===== src/rtl/btn_debounce.sv =====
// Push-button conditioner: multi-flop synchroniser, then a counter-qualified debounce FSM
// producing a clean pressed level plus one-cycle press/release pulses.
//
// state   | meaning
// --------+-------------------------------------------------------------
// S_REL   | button accepted as released
// S_CHK_P | candidate press, counting consecutive pressed samples
// S_PRS   | button accepted as pressed
// S_CHK_R | candidate release, counting consecutive released samples
module btn_debounce #(
   parameter int SYNC_STAGES     = 2,
   parameter int DEBOUNCE_CYCLES = 16,
   parameter int ACTIVE_LOW      = 1
) (
   input  logic i_clk,
   input  logic i_rst_n,
   input  logic i_btn,
   output logic o_btn,
   output logic o_rise,
   output logic o_fall,
   output logic o_busy
);

   localparam int   CW      = $clog2(DEBOUNCE_CYCLES);
   localparam logic REL_LVL = (ACTIVE_LOW != 0);
   localparam logic [CW-1:0] CNT_LAST = CW'(DEBOUNCE_CYCLES - 1);
   localparam logic [CW-1:0] CNT_ONE  = CW'(1);

   typedef enum logic [1:0] {
      S_REL   = 2'd0,
      S_CHK_P = 2'd1,
      S_PRS   = 2'd2,
      S_CHK_R = 2'd3
   } state_t;

   state_t                 state;
   logic [CW-1:0]          cnt;
   logic [SYNC_STAGES-1:0] sync;
   logic                   p;

   // Only sync[0] ever samples the raw pin; the chain resets to the released level
   always_ff @(posedge i_clk or negedge i_rst_n) begin
      if (!i_rst_n) begin
         sync <= {SYNC_STAGES{REL_LVL}};
      end else begin
         sync <= {sync[SYNC_STAGES-2:0], i_btn};
      end
   end

   assign p = sync[SYNC_STAGES-1] ^ REL_LVL;

   always_ff @(posedge i_clk or negedge i_rst_n) begin
      if (!i_rst_n) begin
         state  <= S_REL;
         cnt    <= '0;
         o_btn  <= 1'b0;
         o_rise <= 1'b0;
         o_fall <= 1'b0;
         o_busy <= 1'b0;
      end else begin
         o_rise <= 1'b0;
         o_fall <= 1'b0;
         case (state)
            S_REL: begin
               if (p) begin
                  state  <= S_CHK_P;
                  cnt    <= CNT_ONE;
                  o_busy <= 1'b1;
               end
            end
            S_CHK_P: begin
               if (!p) begin
                  state  <= S_REL;
                  cnt    <= '0;
                  o_busy <= 1'b0;
               end else if (cnt == CNT_LAST) begin
                  state  <= S_PRS;
                  cnt    <= '0;
                  o_btn  <= 1'b1;
                  o_rise <= 1'b1;
                  o_busy <= 1'b0;
               end else begin
                  cnt <= cnt + 1'b1;
               end
            end
            S_PRS: begin
               if (!p) begin
                  state  <= S_CHK_R;
                  cnt    <= CNT_ONE;
                  o_busy <= 1'b1;
               end
            end
            S_CHK_R: begin
               if (p) begin
                  state  <= S_PRS;
                  cnt    <= '0;
                  o_busy <= 1'b0;
               end else if (cnt == CNT_LAST) begin
                  state  <= S_REL;
                  cnt    <= '0;
                  o_btn  <= 1'b0;
                  o_fall <= 1'b1;
                  o_busy <= 1'b0;
               end else begin
                  cnt <= cnt + 1'b1;
               end
            end
            default: begin
               state  <= S_REL;
               cnt    <= '0;
               o_btn  <= 1'b0;
               o_busy <= 1'b0;
            end
         endcase
      end
   end

endmodule


===== config.mk =====
export PLATFORM = sky130hd
export DESIGN_NAME = btn_debounce
export DESIGN_NICKNAME = d
export VERILOG_FILES = /design/src/rtl/btn_debounce.sv
export SDC_FILE = /design/constraint.sdc
export NUM_CORES = 1
export LEC_CHECK = 0
export ABC_AREA = 1
export CAP_MARGIN = 20
export CORE_AREA = 2 2 39 41
export CTS_CLUSTER_SIZE = 40
export DETAILED_ROUTE_END_ITERATION = 8
export DIE_AREA = 0 0 41 43
export MAX_ROUTING_LAYER = met4
export PLACE_DENSITY_LB_ADDON = 0.05
export REMOVE_ABC_BUFFERS = 1
export SLEW_MARGIN = 15
export SYNTH_ARGS = -nofsm -noshare
export SYNTH_HDL_FRONTEND = slang
export SYNTH_SLANG_ARGS = --single-unit

===== constraint.sdc =====
create_clock -name i_clk -period 1.2 [get_ports i_clk]
set_input_delay 0.18 -clock i_clk [delete_from_list [all_inputs] [get_ports i_clk]]
set_output_delay 0.18 -clock i_clk [all_outputs]
set_load 0.005 [all_outputs]

; After elaboration in Yosys (flattened, before gate mapping)
; Index checks and enable logic that the tools add are counted.
; Widths: inputs -> output; s select.
[word_totals]
register_bits = 12
latch_bits = 0
ramBits = 0
romBits = 0
output_inout_bits = 4
memories = 0
[op_classes]
n_addsub = 1
n_mul = 0
div_mod_pow = 0
magnitude_cmp = 0
eq_ne = 12
shifts = 0
muxes = 29
bitwise_logic = 0
reduce_logical = 5
[op_table]
columns = cell, n
row1 = $mux 4, 5
row2 = $pmux 4 s4, 1
row3 = $mux 1, 14
row4 = $mux 2, 6
row5 = $ne 2x2->1 const B, 6
row6 = $pmux 2 s4, 1
row7 = $ne 3x3->1 const B, 2
row8 = $reduce_and 5->1, 1
row9 = $add 4x1->4 const B, 1
row10 = $eq 2x2->1 const B, 2
row11 = $eq 4x4->1 const B, 1
row12 = $pmux 1 s4, 1
row13 = $reduce_and 4->1, 1
row14 = $eq 2x1->1 const B, 1
row15 = $logic_not 2->1, 1
row16 = $pmux 1 s2, 1
row17 = $reduce_and 2->1, 1
row18 = $reduce_bool 2->1, 1

; Logic depth before layout (Yosys ltp)
[depth]
depth_word = 4
ltp_mapped = 7

; Worst setup path after synthesis
; Ideal clock, no wire load.
[synth_path]
path_kind = flip-flop to flip-flop
from = register cnt[0]
to = register o_btn
setup_time_ps = 121
arrival_ps = 938
required_time_ps = 1079
path_slack_ps = 142
stages_incl_launch_ff = 5
synth_period_minus_slack_ps = 1058
cell_sequence = dfrtp_1 ha_1 nand4_4 o21ai_1 nand2_1
[synth_between]
elab_chain_len = 3
[synth_lines]
columns = element, line
row1 = from (decl), 37  ; logic [CW-1:0] cnt;
row2 = from (signal assigned), 83  ; cnt <= cnt + 1'b1;
row3 = from (signal assigned), 105  ; cnt <= cnt + 1'b1;
row4 = $eq 4x4->1 (*), "76, 98"
row5 = $ne 2x2->1 (no source line), --
row6 = $reduce_and 5->1 (no source line) (*), --
row7 = to (signal assigned), 79  ; o_btn <= 1'b1;
row8 = to (signal assigned), 101  ; o_btn <= 1'b0;
row9 = to (signal assigned), 111  ; o_btn <= 1'b0;
row10 = to (decl), 18  ; output logic o_btn,
; Mark *: on every way between the ends. The rest lies on a longest branch, timed or not.
; A chain may end at the register's enable or synchronous reset.

; Worst setup path in the final report
[layout_path]
from = register sync[1]
to = register cnt[1]
[layout_between]
elab_chain_len = 2
[layout_lines]
columns = element, line
row1 = from (decl), 38  ; logic [SYNC_STAGES-1:0] sync;
row2 = from (signal assigned), 44  ; sync <= {SYNC_STAGES{REL_LVL}};
row3 = from (signal assigned), 46  ; sync <= {sync[SYNC_STAGES-2:0], i_btn};
row4 = "$mux 4, or another cell as far along", 94  ; if (p) begin
row5 = $pmux 4 s4 or $reduce_and 2->1 (tied branches), --
; Parallel ways exist; a longest one is shown, timed or not.

==> metrics.txt <==
# TYPE chip_impl_metric gauge
chip_impl_info{name="outcome",value="complete, no violations"} 1
chip_impl_info{name="cell_by_cell_listing_of_the_critical_path",value="inv_2 > nand2_4 > nand2_4 > buf_4 > nand3_1 > nand2_1"} 1
chip_impl_metric{name="worstMarginPinSlew",unit="ns"} 0.353
chip_impl_info{name="primary_flip_flop_cell_chosen_by_synthesis_mapping",value="sky130_fd_sc_hd__dfrtp_1"} 1
chip_impl_metric{name="gr-usage-met1",unit=""} 0.163
chip_impl_metric{name="antenna_cells",unit=""} 0
chip_impl_info{name="min-delay-path-class",value="in2async"} 1
chip_impl_metric{name="design.core.area",unit="sq mm"} 0.00138
chip_impl_info{name="synthMostInstantiatedCell",value="sky130_fd_sc_hd__nand2_1"} 1
chip_impl_metric{name="seq_area",unit="sq um"} 303
chip_impl_metric{name="worst_path_largest_cell_delay",unit="ns"} 0.56
chip_impl_metric{name="groute.layer.met3.usage",unit=""} 0.0314
chip_impl_metric{name="drtPass1Iterations",unit=""} 3
chip_impl_metric{name="report.final.slew_viol_count",unit=""} 0
chip_impl_metric{name="drc",unit=""} 0
chip_impl_metric{name="maxCapViolations",unit=""} 0
chip_impl_info{name="cts_root_buf",value="sky130_fd_sc_hd__clkbuf_4"} 1
chip_impl_metric{name="max_freq",unit="MHz"} 873
chip_impl_metric{name="die_width",unit="um"} 41
chip_impl_info{name="post_synth_main_area_contributors",value="sky130_fd_sc_hd__dfrtp_1 (48%), sky130_fd_sc_hd__dfstp_2 (10%), sky130_fd_sc_hd__nand2_1 (10%)"} 1
chip_impl_metric{name="area_of_combinational_cells_with_multiple_inputs",unit="sq um"} 218
chip_impl_metric{name="ctsLongestPathBuffers",unit=""} 2
chip_impl_metric{name="timing.slew.headroom",unit=""} 0.765
chip_impl_metric{name="report.final.hold_viol_count",unit=""} 0
chip_impl_metric{name="synthCells",unit=""} 56
chip_impl_metric{name="initial_utilization",unit=""} 0.377
chip_impl_info{name="synth.top_cells.by_count",value="sky130_fd_sc_hd__nand2_1 (14), sky130_fd_sc_hd__dfrtp_1 (10), sky130_fd_sc_hd__inv_1 (8)"} 1
chip_impl_info{name="critical-path-top-delay-family",value="flip-flops"} 1
chip_impl_metric{name="final_core_utilization",unit=""} 0.495
chip_impl_info{name="global_route.peak_usage_layer",value="met2"} 1
chip_impl_metric{name="post-route-period-util",unit=""} 0.955
chip_impl_metric{name="pin_count_of_the_biggest_net_entering_global_routing",unit=""} 13
chip_impl_metric{name="synth_area_per_cell",unit="sq um"} 9.32
chip_impl_metric{name="antenna_found_initial",unit=""} 0
chip_impl_metric{name="total_leakage_power",unit="nW"} 0.345
chip_impl_metric{name="timing.final.setup_violations",unit=""} 0
chip_impl_metric{name="htreeDepth",unit=""} 1
chip_impl_metric{name="sequential_cell_area_fraction_in_the_yosys_report",unit=""} 0.580
chip_impl_metric{name="dr_total_vias",unit=""} 404
chip_impl_metric{name="fp-row-count",unit=""} 14
chip_impl_metric{name="setup_tns",unit="ns"} 0
chip_impl_metric{name="post_synth_instance_area",unit="sq um"} 522
chip_impl_metric{name="grt_first_pass_wirelength",unit="um"} 1470
chip_impl_metric{name="timing.critical_path.fanout_max",unit=""} 8
chip_impl_metric{name="io_buffer_count",unit=""} 6
chip_impl_metric{name="layout.filler_cells",unit=""} 134
chip_impl_metric{name="path_clk_slew",unit="ns"} 0.07
chip_impl_info{name="cts_tree",value="yes"} 1
chip_impl_metric{name="first_global_vias",unit=""} 368
chip_impl_metric{name="crit_arrival",unit="ns"} 1.31
chip_impl_metric{name="critPathBufInv",unit=""} 2
chip_impl_metric{name="cp.required",unit="ns"} 1.36
chip_impl_metric{name="synth_enable_flop_cells",unit=""} 0
chip_impl_metric{name="ioPinCount",unit=""} 7
chip_impl_metric{name="synth.top_cell.area_share",unit=""} 0.480
chip_impl_info{name="crit_start",value="sync[1]"} 1
chip_impl_metric{name="globalRouteTotalUtil",unit=""} 0.130
chip_impl_metric{name="dr.first_iter.drc_count",unit=""} 11
chip_impl_metric{name="place.gp.congestion",unit=""} 0.718
chip_impl_metric{name="clock_skews",unit="ns"} 0.000590
chip_impl_metric{name="route.detailed.vias_per_inst",unit=""} 4.75
chip_impl_metric{name="finalCriticalPeriod",unit="ns"} 1.15
chip_impl_info{name="critPathLaunchType",value="flip-flop"} 1
chip_impl_info{name="synth_top_area_cell",value="sky130_fd_sc_hd__dfrtp_1"} 1
chip_impl_metric{name="areaGrowthSynthToFinish",unit="%"} 31.2
chip_impl_metric{name="power.ir.vdd_worst",unit="mV"} 0.638
chip_impl_metric{name="die_h",unit="um"} 43
chip_impl_metric{name="wire_per_inst",unit="um"} 10.3
chip_impl_metric{name="ys_async_sr_fraction",unit=""} 1.00
chip_impl_info{name="rsz0062_at_grt",value="false"} 1
chip_impl_metric{name="synth_warnings",unit=""} 0
chip_impl_info{name="cp_common_cell",value="sky130_fd_sc_hd__nand2_4"} 1
chip_impl_metric{name="ys_ff_latch",unit=""} 12
chip_impl_info{name="worstSetupPathType",value="reg2reg"} 1
chip_impl_metric{name="fp.dieArea",unit="sq mm"} 0.00176
chip_impl_info{name="cpMaxStageDelayCell",value="sky130_fd_sc_hd__dfstp_2"} 1
chip_impl_metric{name="layout-drive-gt1-share",unit=""} 0.275
chip_impl_metric{name="power.density",unit="mW/mm^2"} 1400
chip_impl_metric{name="ys_types",unit=""} 15
chip_impl_metric{name="cts_inserted_buffers",unit=""} 3
chip_impl_metric{name="detailed_place_hpwl",unit="um"} 616
chip_impl_info{name="regToRegStartpoint",value="sync[1]"} 1
chip_impl_metric{name="clk_sinks",unit=""} 12
chip_impl_info{name="type_of_element_capturing_the_critical_path",value="flip-flop"} 1
chip_impl_metric{name="layout.nets",unit=""} 74
chip_impl_metric{name="power",unit="W"} 0.000960
chip_impl_metric{name="antenna_violating_nets_post_route",unit=""} 0
chip_impl_metric{name="grt-ovfl-total",unit=""} 0
chip_impl_metric{name="route.final.wire_length",unit="um"} 877
chip_impl_metric{name="grt_use_met2",unit=""} 0.172
chip_impl_metric{name="worst_skew_pair.late_latency",unit="ns"} 0.27
[power by group]
part	internal [W]	switching (W)
registers	0.000444	0.0000436
logic	0.0000746	0.0000809
clock network	0.000184	0.000132
total	0.000703	0.000256
[worst register-to-register path: cells and delay by family, from the launching register on]
family	cells	cell delay, ns
DFF	1	0.56
buffers and inverters	2	0.20
and+or+nand+nor	4	0.27
[area by class of cell]
class                   count  share of cell area
flip-flops and latches     12               0.442
multi-input cells          36               0.318
repair buffers              9               0.113
clock buffers               4              0.0530
inverters                   8              0.0439
well taps                  16              0.0293
[cell families after synthesis]
family / share of synthesized area
AND/OR/NAND/NOR: 0.264
flip-flops: 0.580
buffers and inverters: 0.0576
AO/OA/AOI/OAI: 0.0575
XOR/XNOR: 0.0168
adder cells (fa/ha/maj): 0.0240
[registers in the layout (all words and copies together), names as in the netlist, named ones only]
signal  flops
sync        2
o_busy      1
o_fall      1
o_btn       1
state       1
cnt         4
o_rise      1
[metal layers]
layer	vias up	routed length, um
li1	203	-
met1	188	421
met2	9	396
met3	4	41
met4	0	17
met5	-	0
[path summary, 6_finish.rpt]
check	to	slack, ns	cells after the start
worst max-delay path	cnt[1]	0.05	6
worst min-delay path	o_fall	0.21	2
worst max register to register	cnt[1]	0.05	6
worst min register to register	sync[1]	0.36	0
max in group asynchronous	sync[0]	0.77	2
min in group i_clk	sync[0]	0.31	1
[cell usage in the layout, fill, tap and decap left out, drive strengths merged]
master	Yosys	routed
a21oi	1	1
buf	0	3
clkbuf	0	4
clkdlybuf4s50	0	2
dfrtp	10	10
dfstp	2	2
dlygate4sd2	0	4
ha	1	1
inv	8	8
nand2	16	16
nand3	4	4
nand4	2	2
nor2	6	6
o21ai	5	5
xnor2	1	1
[timing repair]
action,in CTS,in global routing
hold endpoints to repair,0,0
endpoints found under the setup margin,4,5
hold buffers,0,0
resized for setup,4,9
buffers inserted,0,1
pin swaps,0,3
[through the flow]
stage	instances	area (sq um)	setup WS (ns)	hold slack [ns]
finish	85	684	0.0545	0.205
global route	85	684	0.00546	0.231
CTS	84	648	0.0216	0.211
detailed placement	80	617	0.0479	0.349
global placement	80	617	0.0222	0.347
floorplan	56	522	0.142	-0.116
Power figures use the tool's default switching activity.
